## src/rtl/alu_op_encoder.sv

```systemverilog
// alu_op_encoder
//   RV32I instruction word -> 4-bit ALU Operation code, sign-extended
//   immediate and operand/branch qualifiers. One cycle of latency through a
//   main output register backed by a single skid register, so in_ready is a
//   pure register output and never depends combinationally on out_ready.
//
//   Optional feature macro: ALU_OP_ENCODER_ILLEGAL_EN
//     defined   -> `illegal` is registered alongside each unencodable entry
//                  and a sticky saturating (255) count of accepted
//                  unencodable instructions is kept; it clears on reset.
//     undefined -> `illegal` is tied to 0 and the counter does not exist.
//   Unencodable instructions produce Operation 1111 in both builds.
module alu_op_encoder #(
    parameter int DATA_WIDTH    = 32,
    parameter int OPCODE_LENGTH = 4
) (
    input  logic                     clk,
    input  logic                     reset,
    input  logic                     flush,
    input  logic                     in_valid,
    output logic                     in_ready,
    input  logic [DATA_WIDTH-1:0]    in_instr,
    output logic                     out_valid,
    input  logic                     out_ready,
    output logic [OPCODE_LENGTH-1:0] Operation,
    output logic                     alu_src_imm,
    output logic                     br_invert,
    output logic [DATA_WIDTH-1:0]    imm,
    output logic                     illegal
);

    // ------------------------------------------------------------------
    // Encodings
    // ------------------------------------------------------------------
    typedef enum logic [6:0] {
        OPC_LOAD   = 7'b0000011,
        OPC_OP_IMM = 7'b0010011,
        OPC_STORE  = 7'b0100011,
        OPC_OP     = 7'b0110011,
        OPC_LUI    = 7'b0110111,
        OPC_BRANCH = 7'b1100011,
        OPC_JALR   = 7'b1100111
    } opcode_e;

    // ALU operation codes as decoded by the execute stage. ALU_NONE makes
    // the ALU return 0 and doubles as the "unencodable" marker.
    typedef enum logic [OPCODE_LENGTH-1:0] {
        ALU_AND  = 4'b0000,
        ALU_XOR  = 4'b0001,
        ALU_SUB  = 4'b0010,
        ALU_OR   = 4'b0011,
        ALU_ADD  = 4'b0100,
        ALU_SRA  = 4'b0101,
        ALU_EQ   = 4'b1000,
        ALU_SLL  = 4'b1001,
        ALU_LUI  = 4'b1010,
        ALU_SRL  = 4'b1100,
        ALU_SLT  = 4'b1110,
        ALU_NONE = 4'b1111
    } alu_op_e;

    // One buffered command: everything the execute stage consumes.
    typedef struct packed {
        alu_op_e               op;
        logic                  src_imm;
        logic                  br_inv;
        logic [DATA_WIDTH-1:0] imm;
`ifdef ALU_OP_ENCODER_ILLEGAL_EN
        logic                  ill;
`endif
    } cmd_t;

    // ------------------------------------------------------------------
    // Instruction fields and immediate formats
    // ------------------------------------------------------------------
    logic [6:0]            opcode;
    logic [2:0]            funct3;
    logic [6:0]            funct7;
    logic                  f7_zero;
    logic                  f7_alt;
    logic [DATA_WIDTH-1:0] imm_i;
    logic [DATA_WIDTH-1:0] imm_s;
    logic [DATA_WIDTH-1:0] imm_b;
    logic [DATA_WIDTH-1:0] imm_u;
    logic [DATA_WIDTH-1:0] imm_sh;

    assign opcode  = in_instr[6:0];
    assign funct3  = in_instr[14:12];
    assign funct7  = in_instr[31:25];
    assign f7_zero = (funct7 == 7'b0000000);
    assign f7_alt  = (funct7 == 7'b0100000);

    assign imm_i  = {{(DATA_WIDTH-12){in_instr[31]}}, in_instr[31:20]};
    assign imm_s  = {{(DATA_WIDTH-12){in_instr[31]}}, in_instr[31:25], in_instr[11:7]};
    assign imm_b  = {{(DATA_WIDTH-12){in_instr[31]}}, in_instr[7], in_instr[30:25],
                     in_instr[11:8], 1'b0};
    assign imm_u  = {in_instr[31:12], 12'b0};
    assign imm_sh = {{(DATA_WIDTH-5){1'b0}}, in_instr[24:20]};

    // ------------------------------------------------------------------
    // Decode
    // ------------------------------------------------------------------
    cmd_t    dec_cmd;
    alu_op_e dec_op;
    logic    dec_src;
    logic    dec_inv;
    logic [DATA_WIDTH-1:0] dec_imm;

    // Combinational decode of the offered instruction into a command.
    always_comb begin
        // NOTE: every variable gets a default before the case so that no
        // path through it leaves a value unassigned and infers a latch.
        dec_op  = ALU_NONE;
        dec_src = 1'b0;
        dec_inv = 1'b0;
        dec_imm = '0;
        dec_cmd = '0;

        case (opcode)
            OPC_OP: begin
                case (funct3)
                    3'b000: begin
                        if (f7_zero)     dec_op = ALU_ADD;
                        else if (f7_alt) dec_op = ALU_SUB;
                    end
                    3'b001: if (f7_zero) dec_op = ALU_SLL;
                    3'b010: if (f7_zero) dec_op = ALU_SLT;
                    3'b100: if (f7_zero) dec_op = ALU_XOR;
                    3'b101: begin
                        if (f7_zero)     dec_op = ALU_SRL;
                        else if (f7_alt) dec_op = ALU_SRA;
                    end
                    3'b110: if (f7_zero) dec_op = ALU_OR;
                    3'b111: if (f7_zero) dec_op = ALU_AND;
                    default: ;
                endcase
            end

            OPC_OP_IMM: begin
                dec_src = 1'b1;
                dec_imm = imm_i;
                case (funct3)
                    3'b000: dec_op = ALU_ADD;
                    3'b010: dec_op = ALU_SLT;
                    3'b100: dec_op = ALU_XOR;
                    3'b110: dec_op = ALU_OR;
                    3'b111: dec_op = ALU_AND;
                    3'b001: begin
                        dec_imm = imm_sh;
                        if (f7_zero) dec_op = ALU_SLL;
                    end
                    3'b101: begin
                        dec_imm = imm_sh;
                        if (f7_zero)     dec_op = ALU_SRL;
                        else if (f7_alt) dec_op = ALU_SRA;
                    end
                    default: ;
                endcase
            end

            OPC_LUI: begin
                dec_op  = ALU_LUI;
                dec_src = 1'b1;
                dec_imm = imm_u;
            end

            OPC_LOAD, OPC_JALR: begin
                dec_op  = ALU_ADD;
                dec_src = 1'b1;
                dec_imm = imm_i;
            end

            OPC_STORE: begin
                dec_op  = ALU_ADD;
                dec_src = 1'b1;
                dec_imm = imm_s;
            end

            OPC_BRANCH: begin
                dec_imm = imm_b;
                case (funct3)
                    3'b000: dec_op = ALU_EQ;
                    3'b001: begin
                        dec_op  = ALU_EQ;
                        dec_inv = 1'b1;
                    end
                    3'b100: dec_op = ALU_SLT;
                    3'b101: begin
                        dec_op  = ALU_SLT;
                        dec_inv = 1'b1;
                    end
                    default: ;
                endcase
            end

            default: ;
        endcase

        // Unencodable entries carry no immediate and no qualifiers, whatever
        // partial decode happened above.
        if (dec_op == ALU_NONE) begin
            dec_src = 1'b0;
            dec_inv = 1'b0;
            dec_imm = '0;
        end

        dec_cmd.op      = dec_op;
        dec_cmd.src_imm = dec_src;
        dec_cmd.br_inv  = dec_inv;
        dec_cmd.imm     = dec_imm;
`ifdef ALU_OP_ENCODER_ILLEGAL_EN
        dec_cmd.ill     = (dec_op == ALU_NONE);
`endif
    end

    // ------------------------------------------------------------------
    // Output register + skid register
    // ------------------------------------------------------------------
    cmd_t out_cmd;
    cmd_t skid_cmd;
    logic skid_valid;
    logic push;
    logic pop;
    logic out_free;

    // Ready only depends on skid occupancy, which is a flop.
    assign in_ready = ~skid_valid;
    assign push     = in_valid & in_ready;
    assign pop      = out_valid & out_ready;
    // The output register can take a new entry this edge.
    assign out_free = ~out_valid | pop;

    // Occupancy flags; reset and flush discard everything held.
    always_ff @(posedge clk) begin
        // NOTE: state is updated with non-blocking assignments so every flop
        // samples the pre-edge values, independent of block ordering.
        if (reset || flush) begin
            out_valid  <= 1'b0;
            skid_valid <= 1'b0;
        end else if (out_free) begin
            // The skid entry (if any) is older than anything offered now;
            // in_ready is low while it is held, so push cannot coincide.
            out_valid  <= skid_valid | push;
            skid_valid <= 1'b0;
        end else if (push) begin
            skid_valid <= 1'b1;
        end
    end

    // Output payload: reloaded only when it moves, so it stays stable while stalled.
    always_ff @(posedge clk) begin
        if (reset) begin
            out_cmd <= '0;
        end else if (!flush && out_free && (skid_valid || push)) begin
            out_cmd <= skid_valid ? skid_cmd : dec_cmd;
        end
    end

    // Skid payload captures an accepted entry while the output register is stalled.
    always_ff @(posedge clk) begin
        // NOTE: the skid payload has no reset; it is only ever observed
        // through skid_valid, which is reset.
        if (push && !out_free) begin
            skid_cmd <= dec_cmd;
        end
    end

    assign Operation   = out_cmd.op;
    assign alu_src_imm = out_cmd.src_imm;
    assign br_invert   = out_cmd.br_inv;
    assign imm         = out_cmd.imm;

`ifdef ALU_OP_ENCODER_ILLEGAL_EN
    logic [7:0] ill_count;

    assign illegal = out_cmd.ill;

    // Sticky saturating count of accepted unencodable instructions.
    always_ff @(posedge clk) begin
        if (reset) begin
            ill_count <= 8'd0;
        end else if (push && !flush && dec_cmd.ill && (ill_count != 8'hFF)) begin
            ill_count <= ill_count + 8'd1;
        end
    end
`else
    assign illegal = 1'b0;
`endif

endmodule

```

## config.mk

```make
export PLATFORM = sky130hd
export DESIGN_NAME = alu_op_encoder
export DESIGN_NICKNAME = d
export VERILOG_FILES = /design/src/rtl/alu_op_encoder.sv
export SDC_FILE = /design/constraint.sdc
export NUM_CORES = 1
export LEC_CHECK = 0
export CORE_UTILIZATION = 40
export CTS_CLUSTER_SIZE = 20
export DETAILED_ROUTE_END_ITERATION = 6
export GPL_ROUTABILITY_DRIVEN = 0
export GPL_TIMING_DRIVEN = 0
export HOLD_SLACK_MARGIN = 0.03
export PLACE_DENSITY = 0.67
export SETUP_SLACK_MARGIN = 0.15
export SLEW_MARGIN = 20
export SYNTH_ARGS = -nofsm -noshare
export SYNTH_HDL_FRONTEND = slang
export SYNTH_SLANG_ARGS = --single-unit
export TNS_END_PERCENT = 5
```

## constraint.sdc

```tcl
create_clock -name clk -period 2.2 [get_ports clk]
set_clock_uncertainty 0.1 [all_clocks]
set_input_delay 0.33 -clock clk [delete_from_list [all_inputs] [get_ports clk]]
set_output_delay 0.33 -clock clk [all_outputs]
set_load 0.02 [all_outputs]
```

Word level (Yosys, flattened, before mapping)

Cells that the tools add are included.
Widths: inputs -> output; s select.

Mux-type cells: 22
Bitwise gates (word level): 6
Equality and inequality tests: 15
Reductions and logical operators: 16

Operators with widths:

| kind               | count |
|---|---|
| $pmux 32 s5        | 1 |
| $mux 32            | 2 |
| $pmux 4 s7         | 2 |
| $mux 38            | 1 |
| $eq 7x6->1 const B | 4 |
| $mux 4             | 7 |
| $pmux 4 s5         | 1 |
| $eq 7x7->1 const B | 2 |
| $eq 3x3->1 const B | 4 |
| $reduce_or 2->1    | 5 |
| $eq 7x2->1 const B | 1 |
| $eq 7x5->1 const B | 1 |
| $logic_not 7->1    | 1 |
| $mux 1             | 6 |
| $pmux 3 s2         | 1 |
| $reduce_or 5->1    | 1 |
| $eq 4x4->1 const B | 1 |
| $eq 3x1->1 const B | 1 |
| $eq 3x2->1 const B | 1 |
| $logic_and 1x1->1  | 3 |
| $logic_not 3->1    | 1 |
| $mux 3             | 1 |
| $reduce_or 3->1    | 1 |
| $and 1x1->1        | 2 |
| other kinds (4)    | 8 |

Output and inout port bits: 41
Register bits after elaboration: 78
Bits of input ports: 37
Word-level logic and storage cells: 69

Longest topological paths before layout

Gate-level depths: netlist of the first run.

Depth in word-level cells: 8
Depth in mapped cells: 9
Mapped depth without buffers: 6

Worst setup path before layout of the first run

Ideal clock, no wire load.

Path kind: in2reg
Start: in in_instr[25]
End: reg skid_cmd[21] in the netlist's numbering (data pin)
Stages: 8
Path buffers: 2
Setup time: 0.139 ns
Arrival: 2.091 ns
Required time: 1.961 ns
Slack: -0.131 ns
Cell sequence: nor4_4 > or4b_1 > a32o_1 > o2bb2ai_4 > o21bai_4 > buf_6 > buf_6 > nor2_1

Word-level cells in the longest chain between the ends: 7
Elaborated cells on any way between the ends: 16
Classes of those cells: 2 x eq/ne; 13 x mux; 1 x reduce/logical

Ends and longest elaborated chain:

| element                       | line          | source |
|---|---|---|
| from (decl)                   | 22            | `input logic [DATA_WIDTH-1:0] in_instr,` |
| $eq 7x6->1                    | 91            | `assign f7_alt = (funct7 == 7'b0100000);` |
| $mux 4 (on tied branches)     | 124, 131, 155 |  |
| $mux 4 (on tied branches)     | 123, 130      |  |
| $pmux 4 s7 (on tied branches) | 121, 142      |  |
| $pmux 4 s5 (*)                | 119           | `case (opcode)` |
| $eq 4x4->1 (*)                | 201           | `if (dec_op == ALU_NONE) begin` |
| $mux 32 (*)                   | 201           |  |
| named net dec_imm[21]         | 107           | `logic [DATA_WIDTH-1:0] dec_imm;` |
| to (signal assigned)          | 264           | `skid_cmd <= dec_cmd;` |
| to (decl)                     | 220           | `cmd_t skid_cmd;` |

Mark *: on every way through the listed nets, which the timed path passes. The rest lies on a longest branch.
A chain may end at the register's enable or synchronous reset.

Worst setup path after layout of the first run

Start: in in_instr[28]
End: reg out_cmd, in the netlist imm[11]

Word-level cells in the longest chain between the ends: 8
Elaborated cells on any way between the ends: 17
Classes of those cells: 2 x eq/ne; 14 x mux; 1 x reduce/logical

Ends and longest elaborated chain:

| element                       | line          | source |
|---|---|---|
| $eq 7x6->1                    | 91            |  |
| $mux 4 (on tied branches)     | 124, 131, 155 |  |
| $mux 4 (on tied branches)     | 123, 130      |  |
| $pmux 4 s7 (on tied branches) | 121, 142      |  |
| $pmux 4 s5 (*)                | 119           |  |
| $eq 4x4->1 (*)                | 201           |  |
| $mux 32 (*)                   | 201           |  |
| $mux 38 (*)                   | 255           | `out_cmd <= skid_valid ? skid_cmd : dec_cmd;` |
| to (signal assigned)          | 255           |  |
| to (decl)                     | 219           | `cmd_t out_cmd;` |

Mark *: on every way between the ends. The rest lies on a longest branch, timed or not.

==> impl_metrics.json, run 1 <==
{
  "hp-class": "primary input to flip-flop",
  "grt_max_degree": 31,
  "syn-num-nets": 450,
  "fin_crit_ns": 2.255,
  "final_common_cell": "a21oi_1",
  "diodes": 0,
  "cp-start-kind": "primary input",
  "synth_top_family_by_area": "compound AO/OA/AOI/OAI gates",
  "grt_pass1_wl_mm": 19.18,
  "path_cells": "buf_8, nor4_4, buf_4, or4b_1, a32o_2, o2bb2ai_4, o21bai_4, buf_6, buf_16, o32ai_4",
  "r2r_cells": 6,
  "drt-total-wl_mm": 12.18,
  "p_leak_nw": 1.970,
  "critical_path_class": "primary input to flip-flop",
  "cap_viol_max_count": 0,
  "die_h_um": 103.4,
  "synth_compound_area_frac": 0.2878,
  "status": "finished, violations left",
  "instances_no_fill": 657,
  "rsz0062_at_grt": "yes",
  "worst-path-buf-inv": 4,
  "worstSetupEndpointType": "flip-flop",
  "rows": 36,
  "synth_seq_cells": 78,
  "synthArstFlopShare": 0,
  "final.fill_count": 842,
  "crit_start": "in_instr[28]",
  "r2r-end": "imm[13]",
  "synthCells": 413,
  "setup_slack_ns": -0.05483,
  "drt_iter0_drc": 228,
  "syn_to_final_growth_pct": 37.00,
  "ir_drop_mv": 0.3990,
  "post-route-period-util": 1.025,
  "tightest_slew_ns": 0.8012,
  "max_stage_delay_ns": 0.43,
  "wl_per_cell_um": 18.53,
  "nets": 556,
  "clock_latency_ns": 0.35,
  "regToRegSetupSlack_ns": 0.02,
  "worstPathMaxFanout": 6,
  "mostFrequentLayoutCells": "a21oi_1 (64), clkdlybuf4s50_1 (58), dfxtp_1 (40), edfxtp_1 (38), nor2_1 (35)",
  "ys_types": 55,
  "ys_seq_area_frac": 0.4726,
  "grt_usage": 0.2381,
  "syn_avg_cell_area_um2": 9.949,
  "tritoncts": "yes",
  "final_layout_size_suffix_gt1_frac": 0.2576,
  "min_to": "imm[7]",
  "r2r-start": "skid_valid",
  "yosys_warnings": 0,
  "core-area_mm2": 0.009864,
  "worst_path_dominant_cell_family": "compound AO/OA/AOI/OAI gates",
  "syn_area_mm2": 0.004109,
  "die_area_mm2": 0.01068,
  "cts.htree.levels": 3,
  "clkTransAtPathRegs_ns": 0.08,
  "cts_hold_buf": 0,
  "crit_slowest_cell": "or4b_1",
  "synthMuxAreaShare": 0,
  "slew_viol_final": 0,
  "drc_errors": 0,
  "hold_path_depth": 3,
  "drt_pass1_iterations": 5,
  "clkSinkCount": 78,
  "yosys.area_share.simple": 0.1806,
  "post-place-cells": 622,
  "clockBufferDepth": 2,
  "hold_viol_final": 0,
  "start_util": 0.4165,
  "synth_fa_ha_area_frac": 0,
  "setup_viol": 4,
  "power-per-cell-area_mw_per_mm2": 510.1,
  "synth_xor_xnor_area_share": 0.006395,
  "dpl.hpwl_mm": 8.207,
  "grt_pass1_vias": 3683,
  "numCtsBuffers": 9,
  "hold_start": "in_instr[27]",
  "max_slew_margin": 0.4659,
  "antenna_found_initial": 0,
  "synthFlopType": "dfxtp_1",
  "ios": 78,
  "num_vias": 3832,
  "critPathArrivalTime_ns": 2.42,
  "numPortBuffers": 75,
  "synth-edff-count": 38,
  "gr-total-overflow": 0,
  "required_ns": 2.36,
  "vias_per_cell": 5.833,
  "violations": "setup timing",
  "die_x_um": 103.4,
  "cts-root-buf": "clkbuf_8",
  "ant_nets": 0,
  "finalHoldWorstSlack_ns": 0.2209,
  "max_freq_ghz": 0.4435
}
cells by family (layout without fill, tap and decap cells):
kind of cell | after synthesis | after routing
other | 1 | 1
buffers and inverters | 47 | 158
and+or+nand+nor | 139 | 139
xor gates and xnor gates | 3 | 3
AOI/OAI and AO/OA | 145 | 145
DFF | 78 | 78
per-layer routing:
metal	GRT usage	vias up	part of all wire
met2	0.3928	191	0.48
met4	0.07367	0	0.015
met5	0	-	0
li1	-	1771	-
met1	0.3162	1843	0.43
met3	0.04570	27	0.079
flip-flops by register name (all words and copies together) (netlist names):
name         flops
skid_cmd        38
imm             32
Operation        4
alu_src_imm      1
br_invert        1
out_valid        1
skid_valid       1
through the flow:
| stage | worst slack [ns] | total power [mW] | utilization | setup TNS (ns) | cell area [µm²] |
|---|---|---|---|---|---|
| 2_1_floorplan | -0.1308 | 1.756 | - | -5.348 | 4109 |
| 3_3_place_gp | -1.069 | 1.918 | 0.5095 | -91.47 | 5026 |
| 3_5_place_dp | -1.120 | 1.922 | 0.5117 | -67.33 | 5047 |
| 4_1_cts | -0.04324 | 2.875 | 0.5682 | -0.1524 | 5605 |
| 5_1_grt | -0.1202 | 2.960 | 0.5706 | -1.400 | 5629 |
| 6_report | -0.05483 | 2.871 | 0.5706 | -0.1595 | 5629 |
how the worst max path moves through the flow:
stage | to | depth (start not counted)
3_5_place_dp | imm[28] | 9
4_1_cts | imm[3] | 10
5_1_grt | imm[11] | 10
2_1_floorplan | skid_cmd[21] | 8
3_3_place_gp | skid_cmd[11] | 8
6_report | imm[11] | 10
tightest hold or removal path, stage by stage:
cell,delay [ns]
buf_2,0.14
o211ai_1,0.08
a211oi_1,0.07
area by class of cell:
| class | instances | area [µm²] | area share |
|---|---|---|---|
| buffer | 37 | 250.2 | 0.04445 |
| clock buffer | 9 | 123.9 | 0.02200 |
| clock inverter | 7 | 41.29 | 0.007335 |
| inverter | 10 | 37.54 | 0.006668 |
| multi-input combinational | 288 | 2148 | 0.3816 |
| sequential | 78 | 1942 | 0.3450 |
| tap | 133 | 166.4 | 0.02956 |
| timing repair buffer | 95 | 919.6 | 0.1634 |
report_power, final:
| part | total, mW | internal (mW) | switching, mW |
|---|---|---|---|
| clock network | 0.929 | 0.399 | 0.530 |
| logic | 0.408 | 0.170 | 0.238 |
| registers | 1.53 | 1.53 | 0.00793 |
Yosys cell counts (2+ instances only):
| cell | instances | area (µm²) |
|---|---|---|
| buf_6 | 4 | 45.04 |
| or2_2 | 4 | 25.02 |
| nand3b_1 | 6 | 45.04 |
| o32ai_2 | 27 | 439.2 |
| nand4b_1 | 2 | 17.52 |
| and3_1 | 28 | 175.2 |
| nand3_1 | 5 | 25.02 |
| a31oi_1 | 2 | 12.51 |
| edfxtp_1 | 38 | 1141 |
| nor2b_1 | 4 | 25.02 |
| a32oi_1 | 2 | 17.52 |
| and3b_1 | 2 | 17.52 |
| or3_1 | 4 | 25.02 |
| a22oi_1 | 4 | 30.03 |
| clkbuf_1 | 30 | 112.6 |
| o211ai_1 | 7 | 52.55 |
| dfxtp_1 | 40 | 800.8 |
| xor2_1 | 2 | 17.52 |
| nor2_1 | 48 | 180.2 |
| nand2_1 | 15 | 56.30 |
| o21bai_1 | 4 | 30.03 |
| a21oi_1 | 66 | 330.3 |
| a211oi_1 | 7 | 52.55 |
| nand2b_1 | 2 | 12.51 |
| o21ai_0 | 8 | 40.04 |
| nor3_1 | 10 | 50.05 |
| a21boi_0 | 2 | 15.01 |
| nor3b_1 | 2 | 15.01 |
| o221ai_1 | 2 | 17.52 |
| inv_1 | 10 | 37.54 |
| buf_2 | 2 | 10.01 |
repair_timing:
item,CTS,global route
setup endpoints to repair,72,69
buffers inserted,18,0
cloned,1,0
pin swaps,36,6
resized for setup,105,20
No activity file was read; power rests on OpenSTA's default activity.
==> inputs of run 2 (changes only) <==
Settings changed: CORE_MARGIN from default to 4.
==> impl_metrics.json, run 2 (synthesis results as in run 1) <==
{
  "power-per-cell-area_mw_per_mm2": 545.5,
  "slew_viol_final": 0,
  "max_freq_ghz": 0.4573,
  "gr-total-overflow": 0,
  "cap_viol_max_count": 0,
  "worstSetupEndpointType": "flip-flop",
  "syn_to_final_growth_pct": 41.96,
  "p_int_mw": 2.401,
  "largest_reg_flops": 38,
  "hp-class": "primary input to flip-flop",
  "required_ns": 2.37,
  "cts.htree.levels": 3,
  "cts_hold_buf": 0,
  "wl_per_cell_um": 19.14,
  "drt_iter0_drc": 292,
  "clkSinkCount": 78,
  "start_util": 0.4146,
  "final_util": 0.5886,
  "setup_viol": 0,
  "crit_slowest_cell": "or4b_1",
  "cpMostUsedCell": "buf_8",
  "die_h_um": 109.4,
  "core-area_mm2": 0.009910,
  "die_x_um": 109.4,
  "final_layout_size_suffix_gt1_frac": 0.2566,
  "ios": 78,
  "regToRegSetupSlack_ns": 0.14,
  "grt_pass1_vias": 3964,
  "worstPathMaxFanout": 6,
  "hold_viol_final": 0,
  "tritoncts": "yes",
  "rows": 36,
  "drc_errors": 0,
  "vias_per_cell": 5.798,
  "diodes": 0,
  "grt_usage": 0.2204,
  "path_cells": "buf_8, nor4_4, or4b_1, a32o_2, o2bb2ai_4, o21bai_4, buf_8, buf_12, o32ai_2",
  "ir_drop_mv": 0.3874,
  "fin_crit_ns": 2.187,
  "clockBufferDepth": 2,
  "finalHoldWorstSlack_ns": 0.1740,
  "power.switching_mw": 0.7804,
  "mostFrequentLayoutCells": "a21oi_1 (63), clkdlybuf4s50_1 (58), dfxtp_1 (39), edfxtp_1 (38), nor2_1 (35)",
  "status": "complete, no violations",
  "dpl.hpwl_mm": 8.566,
  "grt_max_degree": 25,
  "cp-start-kind": "primary input",
  "ant_nets": 0,
  "nets": 562,
  "max_slew_margin": 0.4607,
  "clkTransAtPathRegs_ns": 0.08,
  "post-route-period-util": 0.9940,
  "clock_latency_ns": 0.36,
  "critical_path_class": "primary input to flip-flop",
  "tns_ns": 0,
  "p_leak_nw": 2.082,
  "post-place-cells": 622,
  "drt-total-wl_mm": 12.69,
  "largest_register": "skid_cmd",
  "grt_pass1_wl_mm": 20.42,
  "antenna_found_initial": 0,
  "max_stage_delay_ns": 0.46,
  "critPathArrivalTime_ns": 2.35,
  "drt_pass1_iterations": 5,
  "numPortBuffers": 75,
  "tightest_slew_ns": 0.8090,
  "num_vias": 3844,
  "sw_frac_of_total": 0.2453,
  "rsz0062_at_grt": "yes",
  "worst_path_dominant_cell_family": "compound AO/OA/AOI/OAI gates",
  "worst-path-buf-inv": 3,
  "cts-root-buf": "clkbuf_8",
  "final_common_cell": "a21oi_1",
  "sequentialPowerShare": 0.482,
  "numCtsBuffers": 9,
  "die_area_mm2": 0.01196,
  "clkPwrFrac": 0.384,
  "pwr-share-comb": 0.134,
  "instances_no_fill": 663
}
run 2: power groups by stage:
stage	Clock, mW	Combinational [mW]	Sequential (mW)
6_report	1.22	0.426	1.53
5_1_grt	1.29	0.457	1.54
4_1_cts	1.23	0.407	1.53
3_5_place_dp	0	0.357	1.57
3_3_place_gp	0	0.350	1.57
2_1_floorplan	0	0.172	1.58
run 2: stage by stage:
| step | total power, mW | setup slack (ns) | cell area [µm²] |
|---|---|---|---|
| after global placement | 1.918 | -1.164 | 5026 |
| after floorplan | 1.756 | -0.1308 | 4109 |
| after detailed placement | 1.925 | -1.239 | 5047 |
| after CTS | 3.172 | 0.02668 | 5724 |
| final | 3.182 | 0.01310 | 5833 |
| after global routing | 3.288 | -0.03832 | 5833 |
run 2: final cells by class:
| cell class | instances | area, µm² |
|---|---|---|
| Sequential cell | 78 | 1943 |
| Fill cell | 860 | 4076 |
| Tap cell | 133 | 166.4 |
| Clock inverter | 2 | 33.78 |
| Inverter | 10 | 37.54 |
| Multi-Input combinational cell | 288 | 2161 |
| Timing Repair Buffer | 101 | 1022 |
| Clock buffer | 14 | 195.2 |
| Buffer | 37 | 274.0 |
run 2: timing repair:
action | CTS | global route
setup buffers | 22 | 0
pin swaps | 28 | 18
endpoints found under the setup margin | 74 | 71
gates resized for setup | 95 | 44
cloned | 3 | 0
run 2: per-layer routing:
| layer | vias to the layer above | GRT usage | share of wire |
|---|---|---|---|
| li1 | 1781 | - | - |
| met1 | 1842 | 0.2900 | 0.43 |
| met2 | 180 | 0.3470 | 0.46 |
| met3 | 41 | 0.05578 | 0.070 |
| met4 | 0 | 0.08905 | 0.036 |
| met5 | - | 0 | 0 |
run 2: worst min-delay path, cell delays in order:
cell and delay (ns):
buf_8 0.11, o211ai_1 0.08, a211oi_1 0.07
run 2: path summary, 6_finish.rpt:
check                           depth (start not counted)           end         start
worst min-delay path                                    3        imm[6]  in_instr[26]
worst min register to register                          2  Operation[0]  Operation[0]
worst max register to register                          6   alu_src_imm    skid_valid
worst max-delay path                                    9        imm[3]  in_instr[26]
